**src/rtl/pipe_stage_reg.sv**
```systemverilog
// rtl/pipe_stage_reg.sv - two-entry registered pipeline stage with skid buffer, flush and async clear
module pipe_stage_reg #(
    parameter int          PC_WIDTH = 32,
    parameter int          IR_WIDTH = 32,
    parameter logic [31:0] NOP_INSN = 32'h0000_0000
) (
    input  logic                clk,        // single clock, rising edge
    input  logic                clear,      // asynchronous active-high reset
    input  logic                flush,      // synchronous squash of held entries
    input  logic                in_valid,   // upstream offers pc_in/ir_in
    output logic                in_ready,   // stage can accept this cycle
    input  logic [PC_WIDTH-1:0] pc_in,      // upstream PC
    input  logic [IR_WIDTH-1:0] ir_in,      // upstream instruction
    output logic                out_valid,  // head entry is live
    input  logic                out_ready,  // downstream accepts this cycle
    output logic [PC_WIDTH-1:0] pc_out,     // head-entry PC
    output logic [IR_WIDTH-1:0] ir_out,     // head-entry instruction, bubble when empty
    output logic [1:0]          count       // held entries, 0..2
);

    // Bubble instruction, truncated or zero-extended to the instruction width.
    localparam logic [IR_WIDTH-1:0] BUBBLE_IR = IR_WIDTH'(NOP_INSN);
    localparam logic [PC_WIDTH-1:0] BUBBLE_PC = '0;

    typedef enum logic [1:0] {
        ST_EMPTY = 2'd0,
        ST_ONE   = 2'd1,
        ST_FULL  = 2'd2
    } state_t;

    state_t                state_q;
    state_t                state_d;
    logic [PC_WIDTH-1:0]   main_pc_q;
    logic [PC_WIDTH-1:0]   main_pc_d;
    logic [IR_WIDTH-1:0]   main_ir_q;
    logic [IR_WIDTH-1:0]   main_ir_d;
    logic [PC_WIDTH-1:0]   skid_pc_q;
    logic [PC_WIDTH-1:0]   skid_pc_d;
    logic [IR_WIDTH-1:0]   skid_ir_q;
    logic [IR_WIDTH-1:0]   skid_ir_d;
    logic                  in_ready_q;
    logic                  out_valid_q;
    logic [1:0]            count_q;
    logic [1:0]            count_d;
    logic                  in_fire;
    logic                  out_fire;

    // Handshake flags come from registered ready/valid, so the only
    // combinational use of in_valid/out_ready is in next-state logic.
    assign in_fire  = in_valid && in_ready_q;
    assign out_fire = out_valid_q && out_ready;

    always_comb begin
        state_d   = state_q;
        main_pc_d = main_pc_q;
        main_ir_d = main_ir_q;
        skid_pc_d = skid_pc_q;
        skid_ir_d = skid_ir_q;

        case (state_q)
            ST_EMPTY: begin
                if (in_fire) begin
                    main_pc_d = pc_in;
                    main_ir_d = ir_in;
                    state_d   = ST_ONE;
                end
            end
            ST_ONE: begin
                if (in_fire && out_fire) begin
                    // Head leaves and the new entry takes its place.
                    main_pc_d = pc_in;
                    main_ir_d = ir_in;
                end else if (in_fire) begin
                    skid_pc_d = pc_in;
                    skid_ir_d = ir_in;
                    state_d   = ST_FULL;
                end else if (out_fire) begin
                    main_pc_d = BUBBLE_PC;
                    main_ir_d = BUBBLE_IR;
                    state_d   = ST_EMPTY;
                end
            end
            ST_FULL: begin
                // in_ready is low here, so only the head can move.
                if (out_fire) begin
                    main_pc_d = skid_pc_q;
                    main_ir_d = skid_ir_q;
                    skid_pc_d = BUBBLE_PC;
                    skid_ir_d = BUBBLE_IR;
                    state_d   = ST_ONE;
                end
            end
            default: begin
                main_pc_d = BUBBLE_PC;
                main_ir_d = BUBBLE_IR;
                skid_pc_d = BUBBLE_PC;
                skid_ir_d = BUBBLE_IR;
                state_d   = ST_EMPTY;
            end
        endcase

        // Flush wins over everything; an output transfer in the same cycle
        // has already been taken by downstream, the rest is discarded.
        if (flush) begin
            main_pc_d = BUBBLE_PC;
            main_ir_d = BUBBLE_IR;
            skid_pc_d = BUBBLE_PC;
            skid_ir_d = BUBBLE_IR;
            state_d   = ST_EMPTY;
        end
    end

    always_comb begin
        count_d = 2'd0;
        case (state_d)
            ST_EMPTY: count_d = 2'd0;
            ST_ONE:   count_d = 2'd1;
            ST_FULL:  count_d = 2'd2;
            default:  count_d = 2'd0;
        endcase
    end

    // Status outputs are registered copies decoded from the next state so
    // every output pin is a flop.
    always_ff @(posedge clk or posedge clear) begin
        if (clear) begin
            state_q     <= ST_EMPTY;
            main_pc_q   <= BUBBLE_PC;
            main_ir_q   <= BUBBLE_IR;
            skid_pc_q   <= BUBBLE_PC;
            skid_ir_q   <= BUBBLE_IR;
            in_ready_q  <= 1'b1;
            out_valid_q <= 1'b0;
            count_q     <= 2'd0;
        end else begin
            state_q     <= state_d;
            main_pc_q   <= main_pc_d;
            main_ir_q   <= main_ir_d;
            skid_pc_q   <= skid_pc_d;
            skid_ir_q   <= skid_ir_d;
            in_ready_q  <= (state_d != ST_FULL);
            out_valid_q <= (state_d != ST_EMPTY);
            count_q     <= count_d;
        end
    end

    assign in_ready  = in_ready_q;
    assign out_valid = out_valid_q;
    assign pc_out    = main_pc_q;
    assign ir_out    = main_ir_q;
    assign count     = count_q;

endmodule

```
**config.mk**
```make
export PLATFORM = sky130hd
export DESIGN_NAME = pipe_stage_reg
export DESIGN_NICKNAME = d
export VERILOG_FILES = /design/src/rtl/pipe_stage_reg.sv
export SDC_FILE = /design/constraint.sdc
export NUM_CORES = 1
export LEC_CHECK = 0
export BUFFER_PORTS_ARGS = -buffer_cell sky130_fd_sc_hd__buf_2
export CORE_MARGIN = 10
export CORE_UTILIZATION = 45
export CTS_CLUSTER_DIAMETER = 60
export DETAILED_ROUTE_END_ITERATION = 16
export GPL_TIMING_DRIVEN = 0
export PLACE_DENSITY = 0.76
export SLEW_MARGIN = 20
export SYNTH_ARGS = -nofsm -noshare
export SYNTH_HDL_FRONTEND = slang
export SYNTH_SLANG_ARGS = --single-unit
export TNS_END_PERCENT = 1
```
**constraint.sdc**
```tcl
create_clock -name clk -period 7.8 [get_ports clk]
set_input_delay 1.95 -clock clk [delete_from_list [all_inputs] [get_ports clk]]
set_output_delay 1.95 -clock clk [all_outputs]
set_load 0.1 [all_outputs]
```
==> results of run 1 <==
-- worst paths after layout --
check / depth (start not counted) / slack (ns) / end / start
min reg2reg: 1 / 0.50 / ir_out[16]$_DFFE_PP0P_ / ir_out[16]$_DFFE_PP0P_
min in group asynchronous: 2 / 1.53 / pc_out[11]$_DFFE_PP0P_ / clear
max reg2reg: 5 / 6.09 / count[0]$_DFF_PP0_ / state_q[0]$_DFF_PP0_
max: 1 / 4.31 / in_ready / in_ready$_DFF_PP1_
min: 1 / 0.50 / ir_out[16]$_DFFE_PP0P_ / ir_out[16]$_DFFE_PP0P_
max in group asynchronous: 3 / 5.54 / skid_ir_q[16]$_DFFE_PP0P_ / clear
-- through the flow --
step,area [um^2],power [mW],instances
2_1_floorplan,7120,1.24,604
3_3_place_gp,8060,1.36,950
3_5_place_dp,8100,1.37,951
4_1_cts,8710,2.20,983
5_1_grt,8720,2.27,984
6_report,8720,2.19,984
-- cell usage after synthesis (2+ instances only) --
| cell | number | share of area [%] |
|---|---|---|
| nand2b_1 | 65 | 5.7 |
| a22o_1 | 64 | 7.9 |
| buf_4 | 3 | 0.32 |
| a31oi_1 | 2 | 0.18 |
| o2bb2ai_1 | 64 | 7.9 |
| nor2_4 | 2 | 0.32 |
| inv_1 | 2 | 0.11 |
| nand2_1 | 66 | 3.5 |
| dfrtp_1 | 133 | 47 |
| buf_12 | 7 | 2.0 |
| buf_6 | 14 | 2.2 |
| a21oi_1 | 4 | 0.28 |
| nor2_1 | 3 | 0.16 |
| a211oi_1 | 2 | 0.21 |
| clkbuf_1 | 13 | 0.69 |
| buf_2 | 19 | 1.3 |
| mux2i_1 | 128 | 18 |
-- per-layer routing --
layer | vias to the layer above | GRT usage [%] | part of all wire, %
met4 | 4 | 6.22 | 1.8
met3 | 27 | 5.59 | 6.0
met1 | 2681 | 22.7 | 46
met2 | 145 | 27.7 | 46
met5 | - | 0 | 0.12
li1 | 2522 | - | -
-- power groups by stage --
stage | logic, mW | clock network [mW] | registers, mW
after global placement | 0.588 | 0 | 0.770
after detailed placement | 0.597 | 0 | 0.772
after global routing | 0.629 | 0.878 | 0.765
after floorplan | 0.233 | 0 | 1.01
final | 0.596 | 0.833 | 0.760
after CTS | 0.599 | 0.845 | 0.760
-- state kept, by name (all words and copies together) (netlist names) --
| register | cells |
|---|---|
| in_ready | 1 |
| out_valid | 1 |
| skid_pc_q | 32 |
| count | 2 |
| ir_out | 32 |
| pc_out | 32 |
| state_q | 2 |
| skid_ir_q | 32 |
-- placed cells by master (no fill, tap or decap), types with 13 or more instances in the layout --
cell type,count
dfrtp_1,133
o2bb2ai_1,64
clkbuf_1,13
buf_6,14
nand2b_1,65
buf_2,154
clkbuf_16,17
nand2_1,66
mux2i_1,128
a22o_1,64
-- cells by family (layout without fill, tap and decap cells) --
logic type | after synthesis | after routing | synth area share [%]
AO/OA/AOI/OAI | 140 | 140 | 17.1
XOR/XNOR | 1 | 1 | 0.228
buffers and inverters | 58 | 226 | 6.62
flip-flops | 134 | 134 | 47.1
multiplexers | 128 | 128 | 18.0
other | 0 | 1 | 0
AND/OR/NAND/NOR | 143 | 143 | 10.9
-- layout make-up --
type	instances	share of cell area, %
clock buffer	20	5.35
timing repair buffer	136	8.07
buffer	56	5.33
multi-input combinational	412	37.8
sequential	134	38.5
inverter	2	0.172
antenna	1	0.0287
tap	211	3.03
clock inverter	12	1.74
==> impl_metrics.tcl, run 1 <==
set metrics [dict create \
    status "completed" \
    num_vias 5379 \
    combPwrFrac_pct 27.2 \
    ios 137 \
    p_per_area_mw_per_mm2 251 \
    cts.path.max_buffers 2 \
    end_kind "output port" \
    drive_gt1_share_pct 29.0 \
    period_needed_ns 3.49 \
    critPathKind "flop to output port" \
    start_kind "flop" \
    syn_avg_cell_area_um2 11.8 \
    synth_cell_types 30 \
    post_cts_buffers 0 \
    max-slew-margin-rel_pct 63.2 \
    rsz0062_at_grt "no" \
    slew_violations 0 \
    cp.required_ns 5.85 \
    max_stage_delay_ns 0.63 \
    core-area_mm2 0.0154 \
    dr.pass1.iters 5 \
    place.gp.congestion 0.822 \
    vdd_drop_max_uv 146 \
    cts.repair.resized 0 \
    fin_worst_skew_ns 0.00660 \
    cts.sinks 134 \
    synthesis.area_mm2 0.00712 \
    p_int_mw 1.43 \
    die-area_mm2 0.0213 \
    max_slew.worst_pin.slew_ns 0.552 \
    path_max_fanout 6 \
    synth-main-ff-cell "dfrtp_1" \
    detail-route-antenna-nets 0 \
    clk_pin_slew_ns 0.06 \
    drt_iter0_markers 278 \
    die_y_um 146 \
    htree_levels 4 \
    cts_tree "built" \
    fin_ws_ns 4.31 \
    port-buffer-count 135 \
    power.switching_mw 0.764 \
    insertion_delay_ns 0.43 \
    synthCells 604 \
    hpwl_um 13300 \
    grt_max_degree 78 \
    wl_per_cell_um 19.0 \
    seqPwrFrac_pct 34.7 \
    power.share.clock_pct 38.1 \
    numCtsBuffers 17 \
    gr-usage-all-layers_pct 17.8 \
    arrival_ns 1.54 \
    leakage_nw 3.92 \
    ys_ff_latch 134 \
    ys_seq_area_share_pct 47.1 \
    whs_ns 0.499 \
    maxCapViolations 0 \
    hold_buffers 0 \
    switching_share_pct 34.9 \
    synthArstFlopShare_pct 100 \
    crit_buf_inv 1 \
    timing.final.crit_share_pct 44.7 \
    fin_util_pct 56.7 \
    fill_cells 1293 \
    wl_um 18700 \
    multi_input_area_mm2 0.00329 \
    grt-ovfl-total 0 \
    hold_path.class "flop to flop" \
    fp-row-count 45 \
    grt_pass1_wl_um 30800 \
    nets 828 \
    areaGrowthSynthToFinish_pct 22.4 \
    root_buffer "clkbuf_16" \
    fin_tns_setup_ns 0 \
    drc_errors 0 \
    fmax_mhz 287 \
    vias_per_cell 5.47 \
    grt_pass1_vias 5771 \
    synth_edf_count 0 \
    die_x_um 146 \
    synth_warnings 0 \
    critical-path-slowest-cell "dfstp_2" \
    worstPathCellList "buf_2" \
    ff_latch_area_mm2 0.00335 \
    setup_viol 0 \
    antenna_found_initial 4 \
    pre_cts_ws_ns 4.42 \
    cp_top_family "flip-flops" \
    start_util_pct 46.3 \
    synthesis.nets 673 \
    hold_viol_final 0 \
]
Power figures use the tool's default switching activity.
==> run 2: changes to the inputs <==
Settings changed: PLACE_DENSITY 0.76 to 0.79.
Clock period 7.8 ns to 3.1 ns, I/O delays scaled along.
==> impl_metrics.tcl, run 2 (synthesized netlist as in run 1, its figures left out) <==
set metrics [dict create \
    status "completed" \
    period_needed_ns 2.33 \
    cts.sinks 134 \
    crit_buf_inv 1 \
    hpwl_um 13300 \
    vias_per_cell 5.40 \
    cts.path.max_buffers 2 \
    pre_cts_ws_ns 0.889 \
    max_slew.worst_pin.slew_ns 0.547 \
    cp-startpoint "in_ready$_DFF_PP1_" \
    critPathKind "flop to output port" \
    die_y_um 146 \
    setup_viol 0 \
    numCtsBuffers 17 \
    r2r-end "pc_out[25]$_DFFE_PP0P_" \
    wl_per_cell_um 19.3 \
    rsz0062_at_grt "no" \
    fp-row-count 45 \
    htree_levels 4 \
    hold_path.class "primary input to async pin" \
    max-slew-margin-rel_pct 63.6 \
    antenna_found_initial 6 \
    num_vias 5345 \
    clk_pin_slew_ns 0.06 \
    hold_viol_final 0 \
    detail-route-antenna-nets 0 \
    cp_top_family "flip-flops" \
    final_cells 990 \
    end_kind "output port" \
    grt_pass1_vias 5713 \
    timing.final.crit_share_pct 75.3 \
    layout_common_cells "buf_2, dfrtp_1, mux2i_1" \
    multi_input_area_mm2 0.00329 \
    worstPathCellList "buf_2" \
    port-buffer-count 135 \
    die-area_mm2 0.0213 \
    fill_cells 1325 \
    fin_util_pct 57.5 \
    p_per_area_mw_per_mm2 651 \
    grt_pass1_wl_um 31100 \
    root_buffer "clkbuf_16" \
    insertion_delay_ns 0.43 \
    place_inst 954 \
    final_common_cell "buf_2" \
    die_x_um 146 \
    whs_ns 0.383 \
    r2r_start "in_ready$_DFF_PP1_" \
    ff_latch_area_mm2 0.00335 \
    r2r_slack_ns 1.30 \
    max_stage_delay_ns 0.64 \
    post_cts_buffers 0 \
    start_kind "flop" \
    fmax_mhz 428 \
    dpl_cell_area_mm2 0.00814 \
    crit_end "in_ready" \
    drive_gt1_share_pct 29.3 \
    critical_path_cell_count 1 \
    wl_um 19100 \
    areaGrowthSynthToFinish_pct 24.1 \
    grt_max_degree 35 \
    nets 831 \
    cts_tree "built" \
    fin_ws_ns 0.765 \
    gr-usage-all-layers_pct 18.0 \
    r2r.worst_path.cells 5 \
    arrival_ns 1.56 \
    drc_errors 0 \
    dr.pass1.iters 4 \
    grt-ovfl-total 0 \
    start_util_pct 46.3 \
    cts.repair.resized 0 \
    hold_buffers 0 \
    final_area_mm2 0.00883 \
    maxCapViolations 0 \
    leakage_nw 3.97 \
    ios 137 \
    cp.required_ns 2.32 \
    vdd_drop_max_uv 533 \
    drt_iter0_markers 232 \
    place.gp.congestion 0.786 \
    path_max_fanout 6 \
    core-area_mm2 0.0154 \
    fin_worst_skew_ns 0.0117 \
    slew_violations 0 \
    critical-path-slowest-cell "dfstp_2" \
]
[run 2: cell count changes in the layout (fill, tap and decap cells not counted)]
cell,change
clkinvlp_4,-1
inv_8,-1
buf_12,+4
clkbuf_8,-1
buf_16,-1
diode_2,+3
bufinv_16,+3
[run 2: per-layer routing]
layer,up-vias,GRT usage (%),wire [um]
met4,4,4.50,208
met5,-,0,26
met1,2649,22.9,8860
met3,18,6.36,1300
li1,2538,-,-
met2,136,28.3,8670
[run 2: area by class of cell]
type / count / share of cell area (%)
flip-flops and latches: 134 / 38.0
inverters: 2 / 0.127
repair buffers: 139 / 8.56
multi-input cells: 412 / 37.3
clock buffers: 19 / 5.13
well taps: 211 / 2.99
diodes: 4 / 0.113
clock inverters: 13 / 2.56
plain buffers: 56 / 5.25
[run 2: where the power goes]
group | switching [mW] | internal, mW | total [mW]
Sequential | 0.0569 | 1.85 | 1.91
Combinational | 1.09 | 0.415 | 1.51
Clock | 0.784 | 1.55 | 2.33
[run 2: how the worst min path moves through the flow]
stage                          endpoint  depth (start not counted)
2_1_floorplan  skid_ir_q[0]$_DFFE_PP0P_                          2
3_3_place_gp     pc_out[25]$_DFFE_PP0P_                          1
3_5_place_dp     pc_out[27]$_DFFE_PP0P_                          1
4_1_cts        skid_pc_q[9]$_DFFE_PP0P_                          2
5_1_grt        skid_pc_q[9]$_DFFE_PP0P_                          2
6_report       skid_pc_q[9]$_DFFE_PP0P_                          2
[run 2: stage by stage]
stage               power (mW)  TNS, ns
floorplan                 3.12        0
global placement          3.43   -31.07
detailed placement        3.45        0
CTS                       5.80        0
global route              5.95        0
finish                    5.75        0
==> run 3: changes to the inputs <==
Settings changed: PLACE_DENSITY 0.79 to 0.76.
Clock period 3.1 ns to 2.3 ns, I/O delays scaled along.
==> impl_metrics.tcl, run 3 (synthesized netlist as in run 1, its figures left out) <==
set metrics [dict create \
    cts.path.max_buffers 2 \
    period_needed_ns 2.13 \
    die-area_mm2 0.0213 \
    final_common_cell "buf_2" \
    dr.pass1.iters 5 \
    insertion_delay_ns 0.43 \
    place_inst 954 \
    cp_top_family "flip-flops" \
    path_max_fanout 6 \
    clk_pin_slew_ns 0.06 \
    areaGrowthSynthToFinish_pct 22.7 \
    hold_viol_final 0 \
    rsz0062_at_grt "no" \
    hpwl_um 13900 \
    gr-usage-all-layers_pct 18.0 \
    cts_tree "built" \
    htree_levels 4 \
    final_cells 987 \
    hold_buffers 0 \
    start_kind "flop" \
    crit_buf_inv 1 \
    max-slew-margin-rel_pct 60.0 \
    drt_iter0_markers 251 \
    r2r_start "in_ready$_DFF_PP1_" \
    post_cts_buffers 0 \
    root_buffer "clkbuf_16" \
    fin_worst_skew_ns 0.00775 \
    wl_per_cell_um 19.4 \
    place.gp.congestion 0.808 \
    fin_util_pct 56.8 \
    maxCapViolations 0 \
    slew_violations 0 \
    cts.sinks 134 \
    end_kind "output port" \
    hold_path.class "primary input to async pin" \
    die_x_um 146 \
    layout_common_cells "buf_2, dfrtp_1, mux2i_1" \
    core-area_mm2 0.0154 \
    numCtsBuffers 17 \
    grt_pass1_wl_um 31200 \
    timing.final.crit_share_pct 92.5 \
    start_util_pct 46.3 \
    antenna_found_initial 3 \
    cp.required_ns 1.73 \
    wl_um 19100 \
    grt_pass1_vias 5951 \
    critPathKind "flop to output port" \
    grt_max_degree 34 \
    p_per_area_mw_per_mm2 835 \
    vdd_drop_max_uv 661 \
    leakage_nw 3.92 \
    worstPathCellList "buf_2" \
    max_stage_delay_ns 0.64 \
    grt-ovfl-total 0 \
    nets 831 \
    cts.repair.resized 0 \
    num_vias 5389 \
    fmax_mhz 470 \
    drive_gt1_share_pct 29.3 \
    cp-startpoint "in_ready$_DFF_PP1_" \
    port-buffer-count 135 \
    max_slew.worst_pin.slew_ns 0.598 \
    fp-row-count 45 \
    drc_errors 0 \
    vias_per_cell 5.46 \
    critical-path-slowest-cell "dfstp_2" \
    setup_viol 0 \
    detail-route-antenna-nets 0 \
    die_y_um 146 \
    arrival_ns 1.55 \
    ios 137 \
    status "completed" \
]
run 3: area by class of cell:
class | instances | area, um^2
Timing Repair Buffer | 139 | 763
Sequential cell | 134 | 3350
Clock inverter | 13 | 131
Clock buffer | 19 | 453
Tap cell | 211 | 264
Antenna cell | 1 | 2.50
Inverter | 2 | 11.3
Multi-Input combinational cell | 412 | 3290
Fill cell | 1274 | 6630
Buffer | 56 | 464
run 3: through the flow:
step | instance area [um^2] | power, mW | hold WS, ns | TNS [ns] | worst slack [ns]
floorplan | 7120 | 4.20 | 0.514 | 0 | 0.0606
global placement | 8060 | 4.61 | 0.481 | -96.95 | -0.740
detailed placement | 8150 | 4.66 | 0.485 | 0 | 0.300
CTS | 8740 | 7.35 | 0.223 | 0 | 0.161
global route | 8740 | 7.57 | 0.263 | 0 | 0.135
finish | 8740 | 7.30 | 0.212 | 0 | 0.173
run 3: path summary, 6_finish.rpt:
check	to	slack [ns]	cells after the start
setup / recovery	in_ready	0.17	1
hold / removal	pc_out[8]$_DFFE_PP0P_	0.21	2
setup reg to reg	pc_out[30]$_DFFE_PP0P_	0.58	5
hold reg to reg	ir_out[25]$_DFFE_PP0P_	0.50	1
max in group asynchronous	ir_out[7]$_DFFE_PP0P_	1.10	5
min in group clk	skid_ir_q[14]$_DFFE_PP0P_	0.41	3
run 3: layer usage:
| layer | vias up | wire length (um) | global-route usage (%) |
|---|---|---|---|
| met5 | - | 33 | 0 |
| li1 | 2536 | - | - |
| met4 | 4 | 210 | 6.32 |
| met1 | 2677 | 8550 | 22.1 |
| met3 | 18 | 1170 | 5.53 |
| met2 | 154 | 9170 | 29.2 |
run 3: worst register-to-register path, delay by kind of cell, from the launching register on:
kind / cells / cell delay, ns
DFF: 1 / 0.64
buffers and inverters: 1 / 0.35
AOI/OAI and AO/OA: 2 / 0.33
and+or+nand+nor: 2 / 0.33
run 3: report_power, final:
part	internal [mW]	switching, mW	leakage, nW
clock	1.64	1.04	0.277
combinational	0.561	1.47	1.81
sequential	2.50	0.0814	1.84
total	4.70	2.60	3.92
